--- config.mk ---
export PLATFORM = sky130hd
export DESIGN_NAME = hex_cmd_parser_flat
export DESIGN_NICKNAME = d
export VERILOG_FILES = /design/src/rtl/hex_cmd_parser_pkg.sv /design/src/rtl/hex_cmd_parser_if.sv /design/src/rtl/hex_cmd_parser_ascii2bin.sv /design/src/rtl/hex_cmd_parser.sv /design/src/flat_wrapper.sv
export SDC_FILE = /design/constraint.sdc
export NUM_CORES = 1
export LEC_CHECK = 0
export CORE_MARGIN = 5
export CORE_UTILIZATION = 40
export DETAILED_ROUTE_END_ITERATION = 12
export PLACE_DENSITY = 0.63
export SYNTH_ARGS = -nofsm -noshare
export SYNTH_HDL_FRONTEND = slang
export SYNTH_SLANG_ARGS = --single-unit
export TNS_END_PERCENT = 50
--- constraint.sdc ---
create_clock -name clk -period 2.1 [get_ports clk]
set_input_delay 0.42 -clock clk [delete_from_list [all_inputs] [get_ports clk]]
set_output_delay 0.42 -clock clk [all_outputs]
set_load 0.005 [all_outputs]
--- src/rtl/hex_cmd_parser_pkg.sv ---
// ---------------------------------------------------------------------------
// hex_cmd_pkg
// Shared definitions for the hex command parser: FSM state type, the ASCII
// code points the parser cares about, and character-class helpers.
// ---------------------------------------------------------------------------
package hex_cmd_pkg;

    typedef enum logic [1:0] {
        IDLE    = 2'd0,
        DIGITS  = 2'd1,
        WAIT_CR = 2'd2
    } state_t;

    localparam logic [7:0] ASCII_CR   = 8'h0D;
    localparam logic [7:0] ASCII_A_UC = 8'h41;
    localparam logic [7:0] ASCII_Z_UC = 8'h5A;
    localparam logic [7:0] ASCII_0    = 8'h30;
    localparam logic [7:0] ASCII_9    = 8'h39;
    localparam logic [7:0] ASCII_A_LC = 8'h61;
    localparam logic [7:0] ASCII_F_LC = 8'h66;

    // Uppercase command letter A..Z.
    function automatic logic is_letter(input logic [7:0] c);
        return (c >= ASCII_A_UC) && (c <= ASCII_Z_UC);
    endfunction

    // Hex digit: 0..9 or lowercase a..f only. Uppercase A..F are letters.
    function automatic logic is_digit(input logic [7:0] c);
        return ((c >= ASCII_0) && (c <= ASCII_9)) ||
               ((c >= ASCII_A_LC) && (c <= ASCII_F_LC));
    endfunction

endpackage

--- src/rtl/hex_cmd_parser_if.sv ---
// ---------------------------------------------------------------------------
// hex_cmd_parser_if
// Byte-stream input and command-result output bundle of the parser.
//   rx_data/rx_valid : received ASCII byte, one-cycle valid per byte
//   cmd/val          : letter and value of the last good command (held)
//   val_valid        : one-cycle strobe, cmd/val just updated
//   err              : one-cycle strobe, malformed command discarded
//   busy             : command partially received
//   dbg_state        : current parser state, for observation only
// Handshake: rx_valid has no ready; every byte presented with rx_valid=1 is
// consumed in that cycle. Outputs are registered and carry no backpressure.
// master = byte source / result sink, slave = parser.
// ---------------------------------------------------------------------------
interface hex_cmd_parser_if
    import hex_cmd_pkg::*;
#(
    parameter int NDIG = 4
);
    logic [7:0]        rx_data;
    logic              rx_valid;
    logic [7:0]        cmd;
    logic [4*NDIG-1:0] val;
    logic              val_valid;
    logic              err;
    logic              busy;
    state_t            dbg_state;

    modport master (
        output rx_data, rx_valid,
        input  cmd, val, val_valid, err, busy, dbg_state
    );

    modport slave (
        input  rx_data, rx_valid,
        output cmd, val, val_valid, err, busy, dbg_state
    );
endinterface

--- src/rtl/hex_cmd_parser_ascii2bin.sv ---
// ---------------------------------------------------------------------------
// asciiHex2Bin
// Combinational ASCII hex digit to nibble converter.
//   i_ascii : ASCII byte ('0'..'9', 'a'..'f' give correct results)
//   o_nib   : 4-bit binary value
// Bit 6 separates the letter range from the numeral range; letters are
// offset by 9 from their low nibble. Any other input gives a meaningless
// nibble, so callers must qualify the result with their own digit check.
// ---------------------------------------------------------------------------
module asciiHex2Bin (
    input  logic [7:0] i_ascii,
    output logic [3:0] o_nib
);
    logic w_unused_bits;

    assign o_nib         = i_ascii[6] ? (i_ascii[3:0] + 4'd9) : i_ascii[3:0];
    assign w_unused_bits = &{1'b0, i_ascii[7], i_ascii[5:4]};
endmodule

--- src/rtl/hex_cmd_parser.sv ---
// ---------------------------------------------------------------------------
// hex_cmd_parser
// Parses "<LETTER><NDIG lowercase hex digits><CR>" from a byte stream and
// publishes the letter and assembled value with a one-cycle strobe.
//   clk, rst : clock, asynchronous active-high reset
//   bus      : hex_cmd_parser_if.slave (byte input, result outputs)
// Malformed commands produce a one-cycle err strobe and are dropped; the
// offending byte is never reused as the start of a new command.
// ---------------------------------------------------------------------------
module hex_cmd_parser
    import hex_cmd_pkg::*;
#(
    parameter int NDIG = 4
) (
    input  logic              clk,
    input  logic              rst,
    hex_cmd_parser_if.slave   bus
);
    localparam int VW = 4 * NDIG;
    localparam int CW = $clog2(NDIG + 1);

    state_t          r_state;
    logic [7:0]      r_cmd_q;
    logic [VW-1:0]   r_acc;
    logic [CW-1:0]   r_cnt;
    logic [7:0]      r_cmd;
    logic [VW-1:0]   r_val;
    logic            r_val_valid;
    logic            r_err;
    logic            r_busy;

    logic [3:0]      w_nib;
    logic [VW-1:0]   w_acc_next;
    logic            w_is_letter;
    logic            w_is_digit;
    logic            w_is_cr;

    asciiHex2Bin u_ascii2bin (
        .i_ascii (bus.rx_data),
        .o_nib   (w_nib)
    );

    assign w_is_letter = is_letter(bus.rx_data);
    assign w_is_digit  = is_digit(bus.rx_data);
    assign w_is_cr     = (bus.rx_data == ASCII_CR);

    // Shift the new nibble in at the bottom; a single-digit accumulator
    // simply takes the nibble.
    generate
        if (NDIG == 1) begin : g_acc_one
            assign w_acc_next = w_nib;
        end else begin : g_acc_many
            assign w_acc_next = {r_acc[VW-5:0], w_nib};
        end
    endgenerate

    always_ff @(posedge clk or posedge rst) begin
        if (rst) begin
            r_state     <= IDLE;
            r_cmd_q     <= 8'h00;
            r_acc       <= '0;
            r_cnt       <= '0;
            r_cmd       <= 8'h00;
            r_val       <= '0;
            r_val_valid <= 1'b0;
            r_err       <= 1'b0;
            r_busy      <= 1'b0;
        end else begin
            // Strobes last exactly one cycle unless re-asserted below.
            r_val_valid <= 1'b0;
            r_err       <= 1'b0;
            if (bus.rx_valid) begin
                case (r_state)
                    IDLE: begin
                        // Non-letters here are line noise and dropped quietly.
                        if (w_is_letter) begin
                            r_cmd_q <= bus.rx_data;
                            r_acc   <= '0;
                            r_cnt   <= '0;
                            r_state <= DIGITS;
                            r_busy  <= 1'b1;
                        end
                    end
                    DIGITS: begin
                        if (w_is_digit) begin
                            r_acc <= w_acc_next;
                            r_cnt <= r_cnt + 1'b1;
                            if (r_cnt == CW'(NDIG - 1)) begin
                                r_state <= WAIT_CR;
                            end
                        end else begin
                            r_err   <= 1'b1;
                            r_state <= IDLE;
                            r_busy  <= 1'b0;
                        end
                    end
                    WAIT_CR: begin
                        if (w_is_cr) begin
                            r_cmd       <= r_cmd_q;
                            r_val       <= r_acc;
                            r_val_valid <= 1'b1;
                        end else begin
                            r_err <= 1'b1;
                        end
                        r_state <= IDLE;
                        r_busy  <= 1'b0;
                    end
                    default: begin
                        r_state <= IDLE;
                        r_busy  <= 1'b0;
                    end
                endcase
            end
        end
    end

    assign bus.cmd       = r_cmd;
    assign bus.val       = r_val;
    assign bus.val_valid = r_val_valid;
    assign bus.err       = r_err;
    assign bus.busy      = r_busy;
    assign bus.dbg_state = r_state;

endmodule

--- src/flat_wrapper.sv ---
// flat-port wrapper written by rule: the top's interface ports become plain ports
module hex_cmd_parser_flat import hex_cmd_pkg::*;
#(
    parameter int NDIG = 4
)
  (clk, rst, bus_rx_data, bus_rx_valid, bus_cmd, bus_val, bus_val_valid, bus_err, bus_busy, bus_dbg_state);
  hex_cmd_parser_if #(.NDIG(NDIG)) bus_i ();
  input  logic clk;
  input  logic rst;
  input wire logic [$bits(bus_i.rx_data)-1:0] bus_rx_data;
  input wire logic [$bits(bus_i.rx_valid)-1:0] bus_rx_valid;
  output wire logic [$bits(bus_i.cmd)-1:0] bus_cmd;
  output wire logic [$bits(bus_i.val)-1:0] bus_val;
  output wire logic [$bits(bus_i.val_valid)-1:0] bus_val_valid;
  output wire logic [$bits(bus_i.err)-1:0] bus_err;
  output wire logic [$bits(bus_i.busy)-1:0] bus_busy;
  output wire logic [$bits(bus_i.dbg_state)-1:0] bus_dbg_state;
  assign bus_i.rx_data = bus_rx_data;
  assign bus_i.rx_valid = bus_rx_valid;
  assign bus_cmd = bus_i.cmd;
  assign bus_val = bus_i.val;
  assign bus_val_valid = bus_i.val_valid;
  assign bus_err = bus_i.err;
  assign bus_busy = bus_i.busy;
  assign bus_dbg_state = bus_i.dbg_state;
  hex_cmd_parser #(.NDIG(NDIG)) u_core (.clk(clk), .rst(rst), .bus(bus_i));
endmodule
==> metrics.md, run 1 <==
| Metric | Value |
|---|---|
| Status | finished clean |
| Total internal power | 0.00189 W |
| RSZ-0062 raised after global routing | false |
| Max Root-Sink Buffers | 2 |
| Overall routing resource usage | 0.137 |
| Post-synth top area cell | dfrtp_1 |
| Req. time, crit path | 2.31 ns |
| Crit-path cells | dlygate4sd2_1, inv_2, ha_4, nor2_1, o21a_1, o41ai_4, buf_4, buf_6, o211ai_2, a22o_1 |
| Most common cell in the netlist | dfrtp_1 |
| Final Util | 0.557 |
| Drt pass-1 iters | 4 |
| Cell Area, Synth | 2450 um2 |
| Routability congestion estimate | 0.778 |
| Fmax | 503 MHz |
| Detailed placement HPWL | around 3300 um |
| WL final | 4880 um |
| CP max stage delay | 0.33 ns |
| CTS Buf Count | 5 |
| Post-Syn Instances | 177 |
| First-pass GRT wire length | a little over 8000 um |
| TritonCTS clock tree | done |
| Layout cells sized above 1 | 0.362 |
| Post-Layout Cell Count | 318 |
| Comb power frac | 0.219 |
| Die area | 7780 um2 |
| Area Overhead vs Synth | 34.8% |
| Crit path buffers/inverters | 4 |
| Crit Path Category | in2reg |
| Syn Area/Cell | 13.8 um2 |
| Iter 0 DRT Violations | 37 |
| CTS Hold Buffers Added | 0 |
| Type of origin of the critical path | primary input |
| Via Count | 1632 |
| Die H | 88.2 um |
| Slew HR | 0.637 |
| Via-to-Cell Ratio | between 5 and 6 |
| Final Hold Fails | 0 |
| Post-DP Area | 3060 um2 |
| Top FF cell, synth | dfrtp_1 |
| Total leakage power | 1.55 nW |
| Reg2reg start | u_core.bus.dbg_state[0] |
| Critical path's slowest cell | o41ai_4 |
| IO buf count | 39 |
| Worst R2R Setup Slack | 0.21 ns |
| # nets final | 263 |
| Kind of end point of the critical path | flop |
| Power Dens Cells | 773 nW/um2 |
| Cells after DPL | 305 |
| Final Setup Violations | 0 |
| Final min period | 1.99 ns |
| Period utilization | 0.947 |
| Detailed-route DRC error count | 0 |
| Clock network fraction of total power | 0.312 |
| Max cap viols | 0 |
| RR Endpoint | u_core.r_cnt[2] |
| Area contributors post-synth | dfrtp_1 57%, mux2_2 14%, ha_1 4.6% |
| Largest net degree at the start of global routing | 57 |
| Ys Warns | 0 |
| Core area | 5920 um2 |
| Num Clock Sinks | 56 |
| EDFF count, synth | 0 |
| Worst Path Arrival | 2.19 ns |
| Yosys reg bits | 56 |
| CP max FO | 4 |
| Total grt overflow | 0 |
| Root buf cell | clkbuf_8 |
| Post-route ant nets | 0 |
| Starting Density | 0.413 |
| Synth top cells by count | 56 x dfrtp_1, 30 x mux2_2, 10 x a22o_1 |
| Post-synth top area share | 0.573 |
| I/O Pins | 40 |
| Worst-case clock skew | 0.0126 ns |
| Register area share after synthesis | 0.573 |
| Initial antenna violation count | 0 |
| Fin area | 3300 um2 |
| Max VDD drop | 0.000563 V |
| R2R depth | 7 |
| ANT cells | 0 |
| Sw frac | 0.259 |
| DR top layer | met4 |
| H-tree lvl count | 2 |
| Routed wl met2 | 2250 um |
| Switching pwr | roughly 0.00066 W |
| Vias in the first global route | ~1.7k |
| Family with the most delay on the worst path | compound AO/OA/AOI/OAI gates |
| DR WL/cell | 15.3 um |
| Hold crit path type | in2async |
| Max-slew violations | 0 |
| Post-synthesis cell type count | 37 |
| Metal-1 WL | 2320 um |
| Async SR Flop Fraction | 1.00 |
| Syn Nets | 197 |
| Die X | 88.2 um |
| Worst Tran Pin Value | roughly 0.55 ns |
| Share of power burned in registers | 0.468 |
| CTS clk-pin slew, worst paths | 0.10 ns |
| Met3 WL | 266 um |
| Rows | 28 |
| Clock Latency Late Sink | 0.31 ns |
| Hold Slack | roughly 0.46 ns |
-- routing by layer --
layer,global-route usage,vias to the layer above
li1,-,777
met1,0.187,812
met2,0.220,40
met3,0.0363,3
met4,0.0288,0
met5,0,-
-- through the flow --
| step | worst slack [ns] | total power (W) | TNS (ns) |
|---|---|---|---|
| after floorplan | 0.165 | 0.00148 | 0 |
| after global placement | -0.424 | 0.00163 | -14.14 |
| after detailed placement | -0.475 | 0.00163 | -14.95 |
| after CTS | 0.0542 | 0.00258 | 0 |
| after global routing | 0.0301 | 0.00269 | 0 |
| final | 0.112 | 0.00255 | 0 |
-- cell families (layout without fill, tap and decap cells) --
| family | Yosys count | after routing | share of synthesized area |
|---|---|---|---|
| adder cells (fa/ha/maj) | 9 | 9 | 0.0460 |
| flip-flops | 56 | 56 | 0.573 |
| XOR/XNOR | 3 | 3 | 0.0107 |
| buffers and inverters | 15 | 78 | 0.0358 |
| AND/OR/NAND/NOR | 32 | 32 | 0.0736 |
| multiplexers | 30 | 30 | 0.138 |
| AO/OA/AOI/OAI | 32 | 35 | 0.123 |
-- cell type report --
cell class	instances	area [um2]
clock buffers	5	68.8
clock inverters	2	60.1
fillers	503	2620
inverters	8	30.0
multi-input cells	109	1050
flip-flops and latches	56	1400
well taps	75	93.8
repair buffers	63	599
-- worst max path at each step --
stage,cells past startpoint,slack [ns],start,endpoint
3_3_place_gp,7,-0.42,bus_rx_data[0],u_core.r_cnt[0]
2_1_floorplan,9,0.17,bus_rx_data[1],u_core.r_acc[4]
5_1_grt,10,0.03,bus_rx_data[0],u_core.r_acc[8]
3_5_place_dp,7,-0.47,bus_rx_data[0],u_core.r_cnt[0]
6_report,10,0.11,bus_rx_data[0],u_core.r_acc[4]
4_1_cts,7,0.05,bus_rx_data[2],u_core.r_cnt[0]
-- state kept, by name, summed over array words and instances, names as in the netlist --
name                  count
u_core.bus.busy           1
u_core.bus.cmd            8
u_core.bus.dbg_state      2
u_core.bus.err            1
u_core.bus.val           16
u_core.bus.val_valid      1
u_core.r_acc             16
u_core.r_cmd_q            8
u_core.r_cnt              3
-- worst reg2reg max path: cells and delay by family (launching register included) --
family	cells	cell delay, ns
adders and majority gates	1	0.34
DFF	1	0.40
and+or+nand+nor	1	0.20
AOI/OAI and AO/OA	2	0.48
buffers and inverters	3	0.37
-- power groups by stage --
| stage | clock, W | sequential [W] | combinational [W] |
|---|---|---|---|
| 3_3_place_gp | 0 | 0.00122 | 0.000409 |
| 4_1_cts | 0.000824 | 0.00120 | 0.000559 |
| 3_5_place_dp | 0 | 0.00122 | 0.000415 |
| 5_1_grt | 0.000879 | 0.00120 | 0.000606 |
| 2_1_floorplan | 0 | 0.00121 | 0.000274 |
| 6_report | 0.000797 | 0.00119 | 0.000560 |
-- layout by cell type (no fill, tap or decap), drive strengths merged, types with 3 or more instances in the layout --
master	Yosys	final
nor2	5	5
o211ai	2	5
ha	9	9
a22o	18	18
buf	7	24
a21oi	4	4
inv	8	8
nor2b	5	5
clkbuf	0	5
dfrtp	56	56
nand2	9	9
mux2	30	30
nand3	3	3
clkdlybuf4s50	0	36
-- timing repair --
action,CTS,global route
setup buffers,3,0
pin swaps,5,0
endpoints found under the hold margin,0,0
gates resized for setup,12,3
gates cloned,3,0
endpoints found under the setup margin,25,12
Note: power is estimated with default switching activity, not from simulation.
==> inputs of run 2 (changes only) <==
--- a/config.mk
+++ b/config.mk
@@ -6,10 +6,10 @@
 export NUM_CORES = 1
 export LEC_CHECK = 0
 export CORE_MARGIN = 5
-export CORE_UTILIZATION = 40
+export CORE_UTILIZATION = 53
 export DETAILED_ROUTE_END_ITERATION = 12
-export PLACE_DENSITY = 0.63
+export PLACE_DENSITY = 0.79
 export SYNTH_ARGS = -nofsm -noshare
 export SYNTH_HDL_FRONTEND = slang
 export SYNTH_SLANG_ARGS = --single-unit
-export TNS_END_PERCENT = 50
+export TNS_END_PERCENT = 20
==> run 2 against run 1 <==
Effect of this change:
- flip-flop and latch count unchanged
- utilization up 17 points
- fmax down 3.0%
- highest routed layer unchanged
- via count up 1.7%
- non-clock buffer count down 5
- cell area down 2.4%
- setup slack worse by 0.061 ns
- clock skew down 0.0012 ns
- cell count down 8.8%
- hold slack better by 0.011 ns
- register-to-register slack worse by 0.04 ns
- clock-buffer cell count unchanged
==> metrics.md, run 2 (synthesis results as in run 1) <==
| Metric | Value |
|---|---|
| Routability congestion estimate | 0.868 |
| IO buf count | 39 |
| Worst Tran Pin Value | between 0.5 and 0.6 ns |
| Starting Density | 0.554 |
| Final min period | between 2 and 2.5 ns |
| CTS Hold Buffers Added | 0 |
| CTS clk-pin slew, worst paths | 0.10 ns |
| CP max FO | 9 |
| Kind of end point of the critical path | flop |
| Overall routing resource usage | 0.175 |
| Post-route ant nets | 0 |
| CTS Buf Count | 5 |
| Via Count | 1660 |
| Fmax | 488 MHz |
| Max-slew violations | 0 |
| Power Dens Cells | about 760 nW/um2 |
| R2R depth | 7 |
| Iter 0 DRT Violations | 100 |
| H-tree lvl count | 2 |
| WL final | 5050 um |
| Rows | 24 |
| Root buf cell | clkbuf_8 |
| Drt pass-1 iters | 4 |
| Clock Latency Late Sink | 0.31 ns |
| Worst R2R Setup Slack | 0.17 ns |
| Total grt overflow | 0 |
| Layout cells sized above 1 | 0.361 |
| Initial antenna violation count | 0 |
| Max cap viols | 0 |
| First-pass GRT wire length | 8510 um |
| Largest net degree at the start of global routing | 57 |
| RSZ-0062 raised after global routing | false |
| I/O Pins | 40 |
| Worst Path Arrival | 2.24 ns |
| Most frequent cells in the layout | 56 x dfrtp_1, 37 x clkdlybuf4s50_1, 30 x mux2_2, 16 x buf_4, 10 x a22o_1 |
| Max VDD drop | 0.000559 V |
| Leading cell type in the layout, fill and taps excluded | dfrtp_1 |
| Die area | 6080 um2 |
| Final Hold Fails | 0 |
| # nets final | 257 |
| Worst-case clock skew | about 0.011 ns |
| ANT cells | 0 |
| Die X | roughly 78 um |
| Total leakage power | 1.52 nW |
| Via-to-Cell Ratio | 5.72 |
| FILL cells | around 300 |
| Status | finished clean |
| Req. time, crit path | 2.30 ns |
| TritonCTS clock tree | done |
| Max Root-Sink Buffers | 2 |
| Die H | 78.0 um |
| Core area | 4410 um2 |
| Period utilization | 0.976 |
| Slew HR | 0.632 |
| Reg2reg start | u_core.bus.dbg_state[0] |
| Detailed-route DRC error count | 0 |
| Final Setup Violations | 0 |
| Num Clock Sinks | 56 |
| Type of origin of the critical path | primary input |
| Setup_tns | 0 ns |
| Final Util | 0.730 |
| Hold crit path type | in2async |
| Area Overhead vs Synth | 31.6% |
| Vias in the first global route | 1746 |
| Detailed placement HPWL | 3420 um |
| RR Endpoint | u_core.r_cnt[0] |
| Crit Path Category | in2reg |
| DR WL/cell | 17.4 um |
==> run 2: worst max-delay path, stage by stage <==
cell             delay [ns]
clkdlybuf4s50_1        0.58
o21a_1                 0.30
o41ai_4                0.36
buf_6                  0.19
o211ai_4               0.11
a22o_2                 0.28
==> run 2: cell type report <==
class / instances / area, um2 / share of cell area
Clock inverter: 3 / 42.5 / 0.0132
Multi-Input combinational cell: 108 / 1050 / 0.327
Timing Repair Buffer: 58 / 559 / 0.174
Sequential cell: 56 / 1400 / 0.435
Inverter: 8 / 30.0 / 0.00932
Clock buffer: 5 / 68.8 / 0.0214
Tap cell: 52 / 65.1 / 0.0202
==> run 2: per-layer routing <==
metal	routed length, um	global-route usage
met3	245	0.0440
met2	2480	0.293
met4	97	0.0591
met1	2230	0.221
met5	0	0
==> run 2: stage by stage <==
step	hold slack, ns	cell area [um2]	std cells	total power, W	worst slack [ns]
after global placement	0.449	3010	279	0.00161	-0.463
after CTS	0.483	3170	290	0.00244	-0.0110
after floorplan	0.435	2450	177	0.00148	0.165
final	0.475	3220	290	0.00245	0.0514
after detailed placement	0.474	3010	279	0.00164	-0.572
after global routing	0.478	3220	290	0.00256	0.00802
==> run 2: how the worst max path moves through the flow <==
stage / start / cells past startpoint / endpoint / slack [ns]
5_1_grt: bus_rx_data[6] / 7 / u_core.r_acc[1] / 0.008
6_report: bus_rx_data[6] / 6 / u_core.r_acc[1] / 0.05
3_5_place_dp: bus_rx_data[0] / 7 / u_core.r_cnt[0] / -0.57
4_1_cts: bus_rx_data[1] / 9 / u_core.r_acc[15] / -0.01
3_3_place_gp: bus_rx_data[0] / 7 / u_core.r_cnt[0] / -0.46
2_1_floorplan: bus_rx_data[1] / 9 / u_core.r_acc[4] / 0.17
==> run 2: timing repair <==
item,CTS,global route
buffers inserted,1,0
setup endpoints to repair,25,21
pin swaps,2,3
resized for setup,8,11
cloned,2,0
==> run 2: report_power, final <==
group	total [W]	internal (W)	switching, W
logic	0.000550	0.000253	0.000297
registers	0.00120	0.00115	0.0000459
clock network	0.000695	0.000353	0.000342
total	0.00245	0.00176	0.000685
==> inputs of run 3 (changes only) <==
--- a/config.mk
+++ b/config.mk
@@ -8,7 +8,9 @@
 export CORE_MARGIN = 5
 export CORE_UTILIZATION = 53
 export DETAILED_ROUTE_END_ITERATION = 12
+export HOLD_SLACK_MARGIN = 0.12
 export PLACE_DENSITY = 0.79
+export SKIP_LAST_GASP = 1
 export SYNTH_ARGS = -nofsm -noshare
 export SYNTH_HDL_FRONTEND = slang
 export SYNTH_SLANG_ARGS = --single-unit
==> run 3 against run 2 <==
Effect of this change:
- via count grew 0.54%
- utilization grew 0.79 points
- register-to-register slack lost 0.03 ns
- power is essentially flat
- die area is the same
- clock skew is essentially flat
- routed wire length grew 0.53%
- flip-flop and latch count is the same
- critical endpoint is now u_core.r_acc[15]
==> metrics.md, run 3 (synthesis results as in run 1) <==
| Metric | Value |
|---|---|
| Final Hold Fails | 0 |
| Final Util | 0.738 |
| CTS Hold Buffers Added | 0 |
| Final Setup Violations | 0 |
| Die X | 78.0 um |
| Detailed placement HPWL | between 3000 and 4000 um |
| Fmax | roughly 500 MHz |
| Core area | 4410 um2 |
| Max-slew violations | 0 |
| Hold crit path type | in2async |
| Max VDD drop | 0.000554 V |
| Power Dens Cells | 751 nW/um2 |
| Status | finished clean |
| Power, Total | 0.00245 W |
| Crit path buffers/inverters | 3 |
| Slew HR | 0.638 |
| Overall routing resource usage | 0.175 |
| Die area | 6080 um2 |
| Initial antenna violation count | 0 |
| Worst-case clock skew | 0.0117 ns |
| Max cap viols | 0 |
| Num Clock Sinks | 56 |
| CTS Buf Count | 5 |
| Total leakage power | 1.54 nW |
| Iter 0 DRT Violations | between 100 and 150 |
| Via Count | 1669 |
| Drt pass-1 iters | 4 |
| Detailed-route DRC error count | 0 |
| First-pass GRT wire length | 8510 um |
| Starting Density | 0.554 |
| Clock Latency Late Sink | 0.31 ns |
| Crit Path Category | in2reg |
| Worst Path Arrival | 2.25 ns |
| Final min period | 2.00 ns |
| Critical path's slowest cell | clkdlybuf4s50_1 |
| Register area | 1400 um2 |
| Leading cell type in the layout, fill and taps excluded | dfrtp_1 |
| Kind of end point of the critical path | flop |
| Area of the multi-input gates | 1050 um2 |
| IO buf count | 39 |
| Rows | 24 |
| I/O Pins | 40 |
| ANT cells | 0 |
| Type of origin of the critical path | primary input |
| CTS clk-pin slew, worst paths | approximately 0.10 ns |
| Root buf cell | clkbuf_8 |
| WL final | 5080 um |
| Req. time, crit path | 2.35 ns |
| RSZ-0062 raised after global routing | false |
| # nets final | 259 |
| TritonCTS clock tree | done |
| CP max stage delay | 0.48 ns |
| Die H | 78.0 um |
| DR WL/cell | 17.4 um |
| H-tree lvl count | 2 |
| Area Overhead vs Synth | 33.0% |
| Total grt overflow | 0 |
| Family with the most delay on the worst path | simple AND/OR/NAND/NOR gates |
| CP max FO | 9 |
| Post-route ant nets | 0 |
| Via-to-Cell Ratio | about 5.7 |
| Routability congestion estimate | 0.868 |
| Vias in the first global route | roughly 1.7k |
| Most frequent cells in the layout | 56 x dfrtp_1, 36 x clkdlybuf4s50_1, 30 x mux2_2, 17 x buf_4, 10 x a22o_1 |
| Worst Tran Pin Value | approximately 0.54 ns |
| FILL cells | 277 |
| Layout cells sized above 1 | 0.371 |
| Crit-path cells | clkdlybuf4s50_1, nand2_1, nand3b_1, buf_4, nor4_4, and3_4, clkbuf_16, a22o_2 |
| Max Root-Sink Buffers | 2 |
| Largest net degree at the start of global routing | 57 |
| Period utilization | 0.951 |
-- run 3: cell types whose count changed in the layout (fill, tap and decap cells not counted) --
cell	previous run	this run
inv_1	6	5
clkbuf_16	0	1
clkdlybuf4s50_1	37	36
inv_2	2	3
dlymetal6s2s_1	1	2
buf_4	16	17
-- run 3: path summary, 6_finish.rpt --
kind / endpoint / startpoint / cells past startpoint / slack (ns)
setup / recovery: u_core.r_acc[15] / bus_rx_data[2] / 8 / 0.10
hold / removal: u_core.r_cmd_q[2] / rst / 3 / 0.48
setup reg to reg: u_core.r_cnt[0] / u_core.bus.dbg_state[0] / 7 / 0.14
hold reg to reg: u_core.r_cmd_q[6] / u_core.r_cmd_q[6] / 1 / 0.49
max in group asynchronous: u_core.bus.val[5] / rst / 3 / 1.38
min in group clk: u_core.r_cmd_q[0] / bus_rx_data[0] / 2 / 0.49
-- run 3: timing repair --
action / in CTS / in global routing
buffers inserted: 1 / 1
endpoints found under the setup margin: 25 / 27
gates cloned: 2 / 1
resized for setup: 5 / 16
pin swaps: 2 / 2
-- run 3: report_power, final --
part / switching (W) / total (W) / internal (W) / leakage [nW]
Sequential: 0.0000465 / 0.00120 / 0.00115 / 0.767
Combinational: 0.000296 / 0.000550 / 0.000254 / 0.723
Clock: 0.000342 / 0.000695 / 0.000353 / 0.0541
-- run 3: metal layers --
layer / part of all wire / up-vias / global-route usage
li1: - / 762 / -
met1: 0.43 / 851 / 0.221
met2: 0.50 / 46 / 0.293
met3: 0.051 / 10 / 0.0440
met4: 0.018 / 0 / 0.0591
met5: 0 / - / 0
-- run 3: stage by stage --
| step | hold slack, ns | setup TNS [ns] | setup slack, ns | cells | cell area (um2) |
|---|---|---|---|---|---|
| floorplan | 0.435 | 0 | 0.165 | 177 | 2450 |
| global placement | 0.449 | -14.44 | -0.463 | 279 | 3010 |
| detailed placement | 0.474 | -18.60 | -0.572 | 279 | 3010 |
| CTS | 0.483 | -0.173 | -0.0303 | 290 | 3170 |
| global route | 0.493 | 0 | 0.0415 | 292 | 3260 |
| finish | 0.477 | 0 | 0.104 | 292 | 3260 |
-- run 3: area by class of cell --
class / count / area share
clock inverters: 3 / 0.0131
clock buffers: 5 / 0.0211
multi-input cells: 108 / 0.324
repair buffers: 60 / 0.183
well taps: 52 / 0.0200
inverters: 8 / 0.00922
flip-flops and latches: 56 / 0.430
-- run 3: tightest hold or removal path: stages --
cell             delay, ns
clkdlybuf4s50_1       0.41
inv_2                 0.07
buf_12                0.27
